===== config.mk =====
export PLATFORM = sky130hd
export DESIGN_NAME = latch_write_sequencer
export DESIGN_NICKNAME = d
export VERILOG_FILES = /design/src/rtl/latch_seq_pkg.sv /design/src/rtl/lws_cycle_counter.sv /design/src/rtl/latch_write_sequencer.sv
export SDC_FILE = /design/constraint.sdc
export NUM_CORES = 1
export LEC_CHECK = 0
export CELL_PAD_IN_SITES_DETAIL_PLACEMENT = 1
export CELL_PAD_IN_SITES_GLOBAL_PLACEMENT = 1
export CORE_MARGIN = 2
export CORE_UTILIZATION = 36
export DETAILED_ROUTE_END_ITERATION = 6
export PLACE_DENSITY = 0.77
export SLEW_MARGIN = 10
export SYNTH_ARGS = -nofsm -noshare
export SYNTH_HDL_FRONTEND = slang
export SYNTH_SLANG_ARGS = --single-unit

===== constraint.sdc =====
create_clock -name clk -period 1.5 [get_ports clk]
set_input_delay 0.3 -clock clk [delete_from_list [all_inputs] [get_ports clk]]
set_output_delay 0.3 -clock clk [all_outputs]
set_load 0.01 [all_outputs]

===== src/rtl/latch_seq_pkg.sv =====
// Shared types, default timing and helpers for the gated-latch write sequencer.
package latch_seq_pkg;

  typedef enum logic [2:0] {
    IDLE,
    SETUP,
    PULSE,
    HOLD,
    CHECK
  } state_t;

  localparam int unsigned DEF_WIDTH     = 1;
  localparam int unsigned DEF_SETUP_CYC = 1;
  localparam int unsigned DEF_PULSE_CYC = 2;
  localparam int unsigned DEF_HOLD_CYC  = 1;

  // Bits needed to hold the largest interval count; never fewer than one.
  function automatic int unsigned cnt_width(input int unsigned s, input int unsigned p,
                                            input int unsigned h);
    int unsigned m;
    int unsigned w;
    m = s;
    if (p > m) m = p;
    if (h > m) m = h;
    w = $clog2(m + 1);
    return (w < 1) ? 1 : w;
  endfunction

endpackage


===== src/rtl/lws_cycle_counter.sv =====
// Loadable down-counter shared by the setup, pulse and hold intervals.
module lws_cycle_counter #(
  parameter int unsigned W = 1
) (
  input  logic         clk,
  input  logic         rst_n,
  input  logic         load,
  input  logic [W-1:0] load_value,
  input  logic         dec,
  output logic         zero
);

  logic [W-1:0] count;

  // Load wins over decrement; decrement saturates at zero.
  always_ff @(posedge clk or negedge rst_n) begin
    if (!rst_n) begin
      count <= '0;
    end else if (load) begin
      count <= load_value;
    end else if (dec && (count != '0)) begin
      count <= count - 1'b1;
    end
  end

  assign zero = (count == '0);

endmodule


===== src/rtl/latch_write_sequencer.sv =====
// Sequences data setup, enable pulse and hold for a bank of gated D latches,
// then reads q back and reports completion with a mismatch flag.
module latch_write_sequencer
  import latch_seq_pkg::*;
#(
  parameter int unsigned WIDTH     = DEF_WIDTH,
  parameter int unsigned SETUP_CYC = DEF_SETUP_CYC,
  parameter int unsigned PULSE_CYC = DEF_PULSE_CYC,
  parameter int unsigned HOLD_CYC  = DEF_HOLD_CYC
) (
  input  logic             clk,
  input  logic             rst_n,
  input  logic             req_valid,
  output logic             req_ready,
  input  logic [WIDTH-1:0] req_data,
  output logic [WIDTH-1:0] lat_d,
  output logic             lat_we,
  input  logic [WIDTH-1:0] lat_q,
  output logic             done_valid,
  output logic             done_err
);

  localparam int unsigned CW = cnt_width(SETUP_CYC, PULSE_CYC, HOLD_CYC);

  state_t           state, state_nx;
  logic [WIDTH-1:0] d_nx;
  logic             we_nx, ready_nx, done_nx, err_nx;
  logic             cnt_load, cnt_dec, cnt_zero;
  logic [CW-1:0]    cnt_load_value;

  lws_cycle_counter #(
    .W(CW)
  ) u_cnt (
    .clk       (clk),
    .rst_n     (rst_n),
    .load      (cnt_load),
    .load_value(cnt_load_value),
    .dec       (cnt_dec),
    .zero      (cnt_zero)
  );

  // Every output is computed one cycle ahead so it can leave straight from a flop.
  always_comb begin
    state_nx       = state;
    d_nx           = lat_d;
    we_nx          = lat_we;
    ready_nx       = req_ready;
    done_nx        = 1'b0;
    err_nx         = 1'b0;
    cnt_load       = 1'b0;
    cnt_dec        = 1'b0;
    cnt_load_value = '0;
    case (state)
      IDLE: begin
        if (req_valid) begin
          d_nx           = req_data;
          cnt_load       = 1'b1;
          cnt_load_value = CW'(SETUP_CYC - 1);
          ready_nx       = 1'b0;
          state_nx       = SETUP;
        end
      end
      SETUP: begin
        if (cnt_zero) begin
          we_nx          = 1'b1;
          cnt_load       = 1'b1;
          cnt_load_value = CW'(PULSE_CYC - 1);
          state_nx       = PULSE;
        end else begin
          cnt_dec = 1'b1;
        end
      end
      PULSE: begin
        if (cnt_zero) begin
          we_nx          = 1'b0;
          cnt_load       = 1'b1;
          cnt_load_value = CW'(HOLD_CYC - 1);
          state_nx       = HOLD;
        end else begin
          cnt_dec = 1'b1;
        end
      end
      HOLD: begin
        if (cnt_zero) begin
          state_nx = CHECK;
        end else begin
          cnt_dec = 1'b1;
        end
      end
      CHECK: begin
        done_nx  = 1'b1;
        err_nx   = (lat_q != lat_d);
        ready_nx = 1'b1;
        state_nx = IDLE;
      end
      default: begin
        we_nx    = 1'b0;
        ready_nx = 1'b1;
        state_nx = IDLE;
      end
    endcase
  end

  always_ff @(posedge clk or negedge rst_n) begin
    if (!rst_n) begin
      state      <= IDLE;
      lat_d      <= '0;
      lat_we     <= 1'b0;
      req_ready  <= 1'b1;
      done_valid <= 1'b0;
      done_err   <= 1'b0;
    end else begin
      state      <= state_nx;
      lat_d      <= d_nx;
      lat_we     <= we_nx;
      req_ready  <= ready_nx;
      done_valid <= done_nx;
      done_err   <= err_nx;
    end
  end

endmodule


; ---- Yosys cells after proc, flatten, opt, wreduce, memory -nomap -nowiden
; Index checks and enable logic that the tools add are counted.
[word_totals]
ff_bits = 10
elab_cells = 52
output_inout_bits = 5
in_bits = 5
[classes]
addsub = 1
mux = 21
reduce_logical = 12
bitwise = 2
n_eq_ne = 9
[op_table]
columns = operator, count
row1 = $mux 3, 4
row2 = $pmux 3 s4, 1
row3 = $mux 1, 11
row4 = $ne 2x2->1 const B, 4
row5 = $eq 3x2->1 const B, 2
row6 = $reduce_or 3->1, 2
row7 = $mux 2, 2
row8 = $pmux 1 s2, 2
row9 = $reduce_and 2->1, 2
row10 = $reduce_and 4->1, 1
row11 = $reduce_bool 2->1, 2
row12 = $eq 3x1->1 const B, 1
row13 = $eq 3x3->1 const B, 1
row14 = $logic_not 3->1, 1
row15 = $pmux 1 s3, 1
row16 = $reduce_and 3->1, 1
row17 = $logic_not 2->1, 1
row18 = $not 1->1, 2
row19 = $reduce_or 2->1, 1
row20 = $sub 2x1->2 const B, 1
row21 = $logic_and 1x1->1, 1
row22 = $ne 1x1->1, 1

; ---- Logic depth before layout (Yosys ltp)
; Gate-level depths: netlist of the first run.
[depth]
depth_word = 6
ltp_mapped = 5
ltp_nobuf = 5

; ---- Hierarchy
; Synthesis of the first run repeated with hierarchy kept, for this count alone.
[unflattened]
hier_cells = 48
area_unflattened_um2 = 514.2
[modules_own_cells]
columns = mod, seq_area_each_um2, n_inst, cells_per_inst, area_per_inst_um2
row1 = latch_write_sequencer, 201.4, 1, 35, 381.6
row2 = lws_cycle_counter, 50.0, 1, 13, 132.6

; ---- Worst setup path before layout of the first run
; OpenSTA, ideal clock, no wires.
[synth_path]
path_kind = flip-flop to flip-flop
from = reg state[1]
to = reg lat_d
stages_incl_launch_ff = 5
setup_time_ns = 0.127
setup_slack_ns = 0.136
synth_period_minus_slack_ns = 1.364
arrival_time_ns = 1.236
required_ns = 1.373
n_path_buf = 1
path_cell_list = dfrtp_1 -> buf_6 -> or3b_4 -> nor2_2 -> mux2_1
[synth_between]
elab_chain_len = 2
[synth_rtl]
columns = item, line
row1 = from (decl), latch_write_sequencer.sv:25  ; state_t state, state_nx;
row2 = from (signal assigned), latch_write_sequencer.sv:113  ; state <= state_nx;
row3 = $logic_not 3->1, latch_write_sequencer.sv:53  ; case (state)
row4 = $reduce_and 2->1 (no line), --
row5 = to (signal assigned), latch_write_sequencer.sv:114  ; lat_d <= d_nx;
row6 = to (decl), latch_write_sequencer.sv:16  ; output logic [WIDTH-1:0] lat_d,
; Every way passes these cells.
; A chain may end at the register's enable or synchronous reset.

; ---- Worst setup path after layout of the first run
[layout_path]
from = in req_valid
to = reg lat_d
[layout_between]
elab_chain_len = 1
[layout_rtl]
columns = item, line
row1 = from (decl), latch_write_sequencer.sv:13  ; input logic req_valid,
row2 = $reduce_and 2->1 (no line), --
; Every way passes these cells.

==> results of run 1 <==
## per-layer routing
metal	vias up	GRT usage (%)	wire length (um)
met1	199	21.14	530
met3	3	4.891	33
met2	7	24.61	552
li1	200	-	-
met4	0	9.677	21
met5	-	0	0
## report_power, final
group	internal, mW	switching, mW
combinational	0.317	0.330
sequential	0.396	0.0980
clock	0.148	0.106
total	0.861	0.534
## sequential cells by signal, summed over array words and instances (netlist names)
| signal | count |
|---|---|
| state | 3 |
| u_cnt.count | 2 |
| done_err | 1 |
| done_valid | 1 |
| lat_d | 1 |
| lat_we | 1 |
| req_ready | 1 |
## layout by cell type (no fill, tap or decap), drive strengths merged
| cell | n |
|---|---|
| clkbuf | 4 |
| nor3 | 3 |
| mux2 | 2 |
| clkdlybuf4s50 | 6 |
| and3 | 2 |
| o311ai | 1 |
| buf | 4 |
| inv | 2 |
| dlygate4sd2 | 2 |
| or3 | 1 |
| xor2 | 2 |
| nor2b | 1 |
| and2 | 2 |
| dlymetal6s2s | 1 |
| or3b | 1 |
| o21ai | 6 |
| dfstp | 1 |
| nand3b | 1 |
| nand2b | 2 |
| nand4 | 1 |
| nor2 | 5 |
| a21o | 1 |
| dfrtp | 9 |
| nand2 | 3 |
| ha | 1 |
## cells by family (layout without fill, tap and decap cells)
group	after synthesis	in the layout	synth area share, %
DFF	10	10	50.63
and+or+nand+nor	22	22	24.69
muxes	2	2	4.534
xor gates and xnor gates	2	2	3.527
buffers and inverters	4	19	4.785
AOI/OAI and AO/OA	8	8	9.321
adders and majority gates	1	1	2.518
## per-stage QoR
step / power (mW) / util, %
5_1_grt: 1.496 / 50.38
6_report: 1.395 / 50.38
3_5_place_dp: 1.163 / 47.60
3_3_place_gp: 1.134 / 47.60
4_1_cts: 1.404 / 50.19
2_1_floorplan: 0.9197 / -
## final cells by class
cell class	instances	area (sq um)
Fill cell	156	645.6
Sequential cell	10	251.5
Multi-Input combinational cell	35	221.5
Timing Repair Buffer	13	120.1
Clock buffer	4	36.28
Tap cell	15	18.77
Inverter	2	7.507
## timing repair
action	in CTS	in global routing
pin swaps	0	0
setup buffers	0	0
setup endpoints to repair	2	1
hold buffers	0	0
hold endpoints to repair	0	0
resized for setup	2	1
## worst max-delay path by stage
stage / depth (start not counted) / slack [ps] / end / start
after global placement: 4 / -180 / lat_d / req_valid
after floorplan: 4 / 140 / lat_d / state[1]
after detailed placement: 4 / -210 / lat_d / req_valid
final: 4 / 70 / lat_d / req_valid
after CTS: 1 / 10 / lat_we / lat_we
after global routing: 4 / 30 / lat_d / req_valid
==> flow_summary.toml, run 1 <==
[drt]
drt_pass1_iterations = 2
first_iter_violations = 6
via_count = 409
viasPerCell = 5.177
finalWirelength_mm = 1.137
ant_nets = 0
route.detailed.drc = 0
wl_per_cell_um = 14.39

[outcome]
status = "finished clean"

[logic_synthesis]
syn-num-nets = 55
ys_seq_area_share_pct = 50.63
synthTopCellsByArea = "dfrtp_1 45%, o21ai_0 6.0%, dfstp_2 5.3%"
ys_types = 24
synth-async-reset-ratio_pct = 100.0
ys.flop_type = "dfrtp_1"
synth_cells = 49
synth_area_sq_um = 496.7
ys_warn_count = 0
synth_top_area_share_pct = 45.34
synth_edf_count = 0
synth.most_common_cell = "dfrtp_1"
ys_ff_latch = 10
synth_common_cells = "9 x dfrtp_1, 6 x o21ai_0, 4 x nor2_1, 3 x nand2_1, 3 x nor3_1"
synth_largest_area_cell = "dfrtp_1"
avgSynthCellArea_sq_um = 10.14

[clocking]
clock_latency_ps = 270
clock_sinks = 10
clock_path_buffers = 2
clkTransAtPathRegs_ps = 70
cts_tree = "done"
cts_buffers = 3
cts_root_buf = "clkbuf_4"
h-tree-depth = 1

[pwr]
peakVddDrop_v = 0.0008984
power_density_nw_per_um2 = 2127
power.leakage_nw = 0.3099

[timing]
relSlewSlack_pct = 68.89
fin_hold_ws_ps = 342.7
fin_skew_ps = 4.155
slew_viol_final = 0
setup_slack_ps = 68.09
finalSetupViolCount = 0
worstMarginPinSlew_ps = 465.2
tns_ps = 0
fmax_mhz = 698.4
hold_viol = 0
rsz0062_at_grt = "false"
min_period_ps = 1432
period_share_pct = 95.46

[place]
placed_cell_area_sq_um = 619.3
gp_congestion = 0.7093
dp_cells = 75
place_hpwl_um = 800.3
place_ws_ps = -213.0
port_buffers = 9

[setup_path]
reg2reg_from = "u_cnt.count[0]"
cp_data_required_time_ps = 1650
crit_fanout = 2
endpoint_kind = "flip-flop"
crit_type = "input port to flip-flop"
reg2reg_slack_ps = 130
cp_cell_sequence = "clkdlybuf4s50_1 -> or3b_4 -> nor2_2 -> mux2_1"
path_buf_inv = 1
slowest_delay_ps = 470
start_kind = "input port"
critPathSlowestCell = "clkdlybuf4s50_1"
r2r_cells = 5
cp.arrival_ps = 1580
rr_endpoint = "state[0]"
path_delay_family = "simple AND/OR/NAND/NOR gates"

[cells_and_area]
layout-drive-gt1-share_pct = 18.75
final_net_count = 71
final_cells = 79
area_delta_synth_final_pct = 31.99
n_antenna_cell = 0
post-route-cell-area_sq_um = 655.6

[floorplan]
die-area_sq_um = 1693
rows = 13
start_util_pct = 38.17
die_h_um = 41.15
die_x_um = 41.15
ioPinCount = 10
core_sq_um = 1301

[grt]
grt_start_max_net_pins = 11
grt_pass1_wl_mm = 1.725
grtUsageTotal_pct = 16.59
grt_antenna_before_repair = 0
grt_overflow = 0
grt_pass1_vias = 379

[flow_run]
drv_cap = 0

[min_path]
hold_path.class = "input port to async pin"
Note: power is estimated with default switching activity, not from simulation.
==> run 2, diff against run 1 <==
CORE_MARGIN = 8   (was 2)
==> run 2 against run 1 <==
Effect of this change: sequential share of layout area rose by 0.67 points; clock skew up 4.2 ps; largest power group unchanged; clock power decreased by 22%; wire length rose by 1.4%; register-to-register slack improved by 60 ps; first-iteration DRC count shrank 100%; cell count unchanged; worst hold slack better by 8.0 ps.
==> flow_summary.toml, run 2 (same netlist as run 1, synthesis figures left out) <==
[setup_path]
crit_fanout = 1
path_buf_inv = 1
cp_cell_sequence = "clkdlybuf4s50_1"
path_delay_family = "buffers and inverters"
crit_type = "flip-flop to primary output"
cp.arrival_ps = 1120
critPathSlowestCell = "clkdlybuf4s50_1"
cp_data_required_time_ps = 1200
slowest_delay_ps = 530
endpoint_kind = "primary output"
start_kind = "flip-flop"

[place]
gp_congestion = 0.7257
port_buffers = 9
placed_cell_area_sq_um = 619.3
place_hpwl_um = 882.5

[clocking]
holdBufCountCts = 0
cts_tree = "done"
cts_resized = 3
post_cts_buffers = 0
clock_path_buffers = 2
cts_buffers = 3
clock_sinks = 10
h-tree-depth = 1
clock_latency_ps = 270
cts_root_buf = "clkbuf_4"
clkTransAtPathRegs_ps = 70

[pwr]
peakVddDrop_v = 0.0008521
power.leakage_nw = 0.2957
power_density_nw_per_um2 = 2074

[cells_and_area]
area_delta_synth_final_pct = 29.72
post-route-cell-area_sq_um = 644.4
num-fill-cells = 162
layout-drive-gt1-share_pct = 18.75
final_common_cell = "dfrtp_1"
final_net_count = 71
top_register = "state"
mostFrequentLayoutCells = "9 x dfrtp_1, 6 x o21ai_0, 6 x clkdlybuf4s50_1, 4 x nor2_1, 4 x buf_4"
fin_util_pct = 49.52
largestRegisters = "state x3, u_cnt.count x2"
n_antenna_cell = 0
largest_reg_flops = 3

[grt]
grt_antenna_before_repair = 0
grt_pass1_vias = 442
grt_start_max_net_pins = 11
grt_pass1_wl_mm = 2.070
grtUsageTotal_pct = 9.915
grt_overflow = 0

[timing]
finalSetupViolCount = 0
worstMarginPinSlew_ps = 471.2
rsz0062_at_grt = "false"
min_period_ps = 1423
fmax_mhz = 702.6
fin_skew_ps = 8.386
tns_ps = 0
slew_viol_final = 0
hold_viol = 0
period_share_pct = 94.89
relSlewSlack_pct = 68.49

[drt]
route.detailed.drc = 0
finalWirelength_mm = 1.153
via_count = 403
viasPerCell = 5.101
wl_per_cell_um = 14.59
first_iter_violations = 0
ant_nets = 0
drt_pass1_iterations = 1

[outcome]
status = "finished clean"

[min_path]
hold_path.class = "input port to async pin"

[floorplan]
start_util_pct = 38.17
die-area_sq_um = 2824
die_x_um = 53.15
ioPinCount = 10
die_h_um = 53.15
rows = 13
core_sq_um = 1301

[flow_run]
drv_cap = 0
## run 2: cell count changes in the layout (fill, tap and decap cells not counted), sizes merged
| cell | change |
|---|---|
| dlygate4sd2 | +1 |
| dlymetal6s2s | -1 |
## run 2: path summary, 6_finish.rpt
kind / start / to / slack, ps / cells after the start
worst max register to register: u_cnt.count[0] / state[0] / 190 / 5
worst min-delay path: rst_n / u_cnt.count[1] / 350 / 1
worst max-delay path: done_err / done_err / 80 / 1
max in group asynchronous: rst_n / req_ready / 800 / 1
min in group clk: req_ready / req_ready / 510 / 1
worst min register to register: req_ready / req_ready / 510 / 1
## run 2: routing by layer
layer	GRT usage, %	up-vias	routed length [um]
li1	-	199	-
met1	10.97	196	496
met2	16.99	6	592
met3	4.202	2	51
met4	2.521	0	12
met5	0	-	0
## run 2: where the power goes
part / total (mW) / switching, mW / internal, mW
Sequential: 0.489 / 0.0927 / 0.396
Combinational: 0.649 / 0.330 / 0.319
Clock: 0.198 / 0.0952 / 0.103
Total: 1.34 / 0.518 / 0.818
## run 2: layout make-up
class,instances,area [sq um],area share [%]
sequential,10,251.5,39.03
timing repair buffer,13,116.4,18.06
clock buffer,4,26.28,4.078
multi-input combinational,35,224.0,34.76
tap,15,18.77,2.913
inverter,2,7.507,1.165
## run 2: metrics by stage
step	worst slack [ps]	hold slack (ps)	total power [mW]	instances
after global placement	-176.2	486.4	1.137	75
after CTS	48.67	355.5	1.358	79
final	76.71	350.7	1.336	79
after detailed placement	-188.2	507.4	1.177	75
after global routing	32.60	378.0	1.467	79
after floorplan	136.2	4.409	0.9197	49
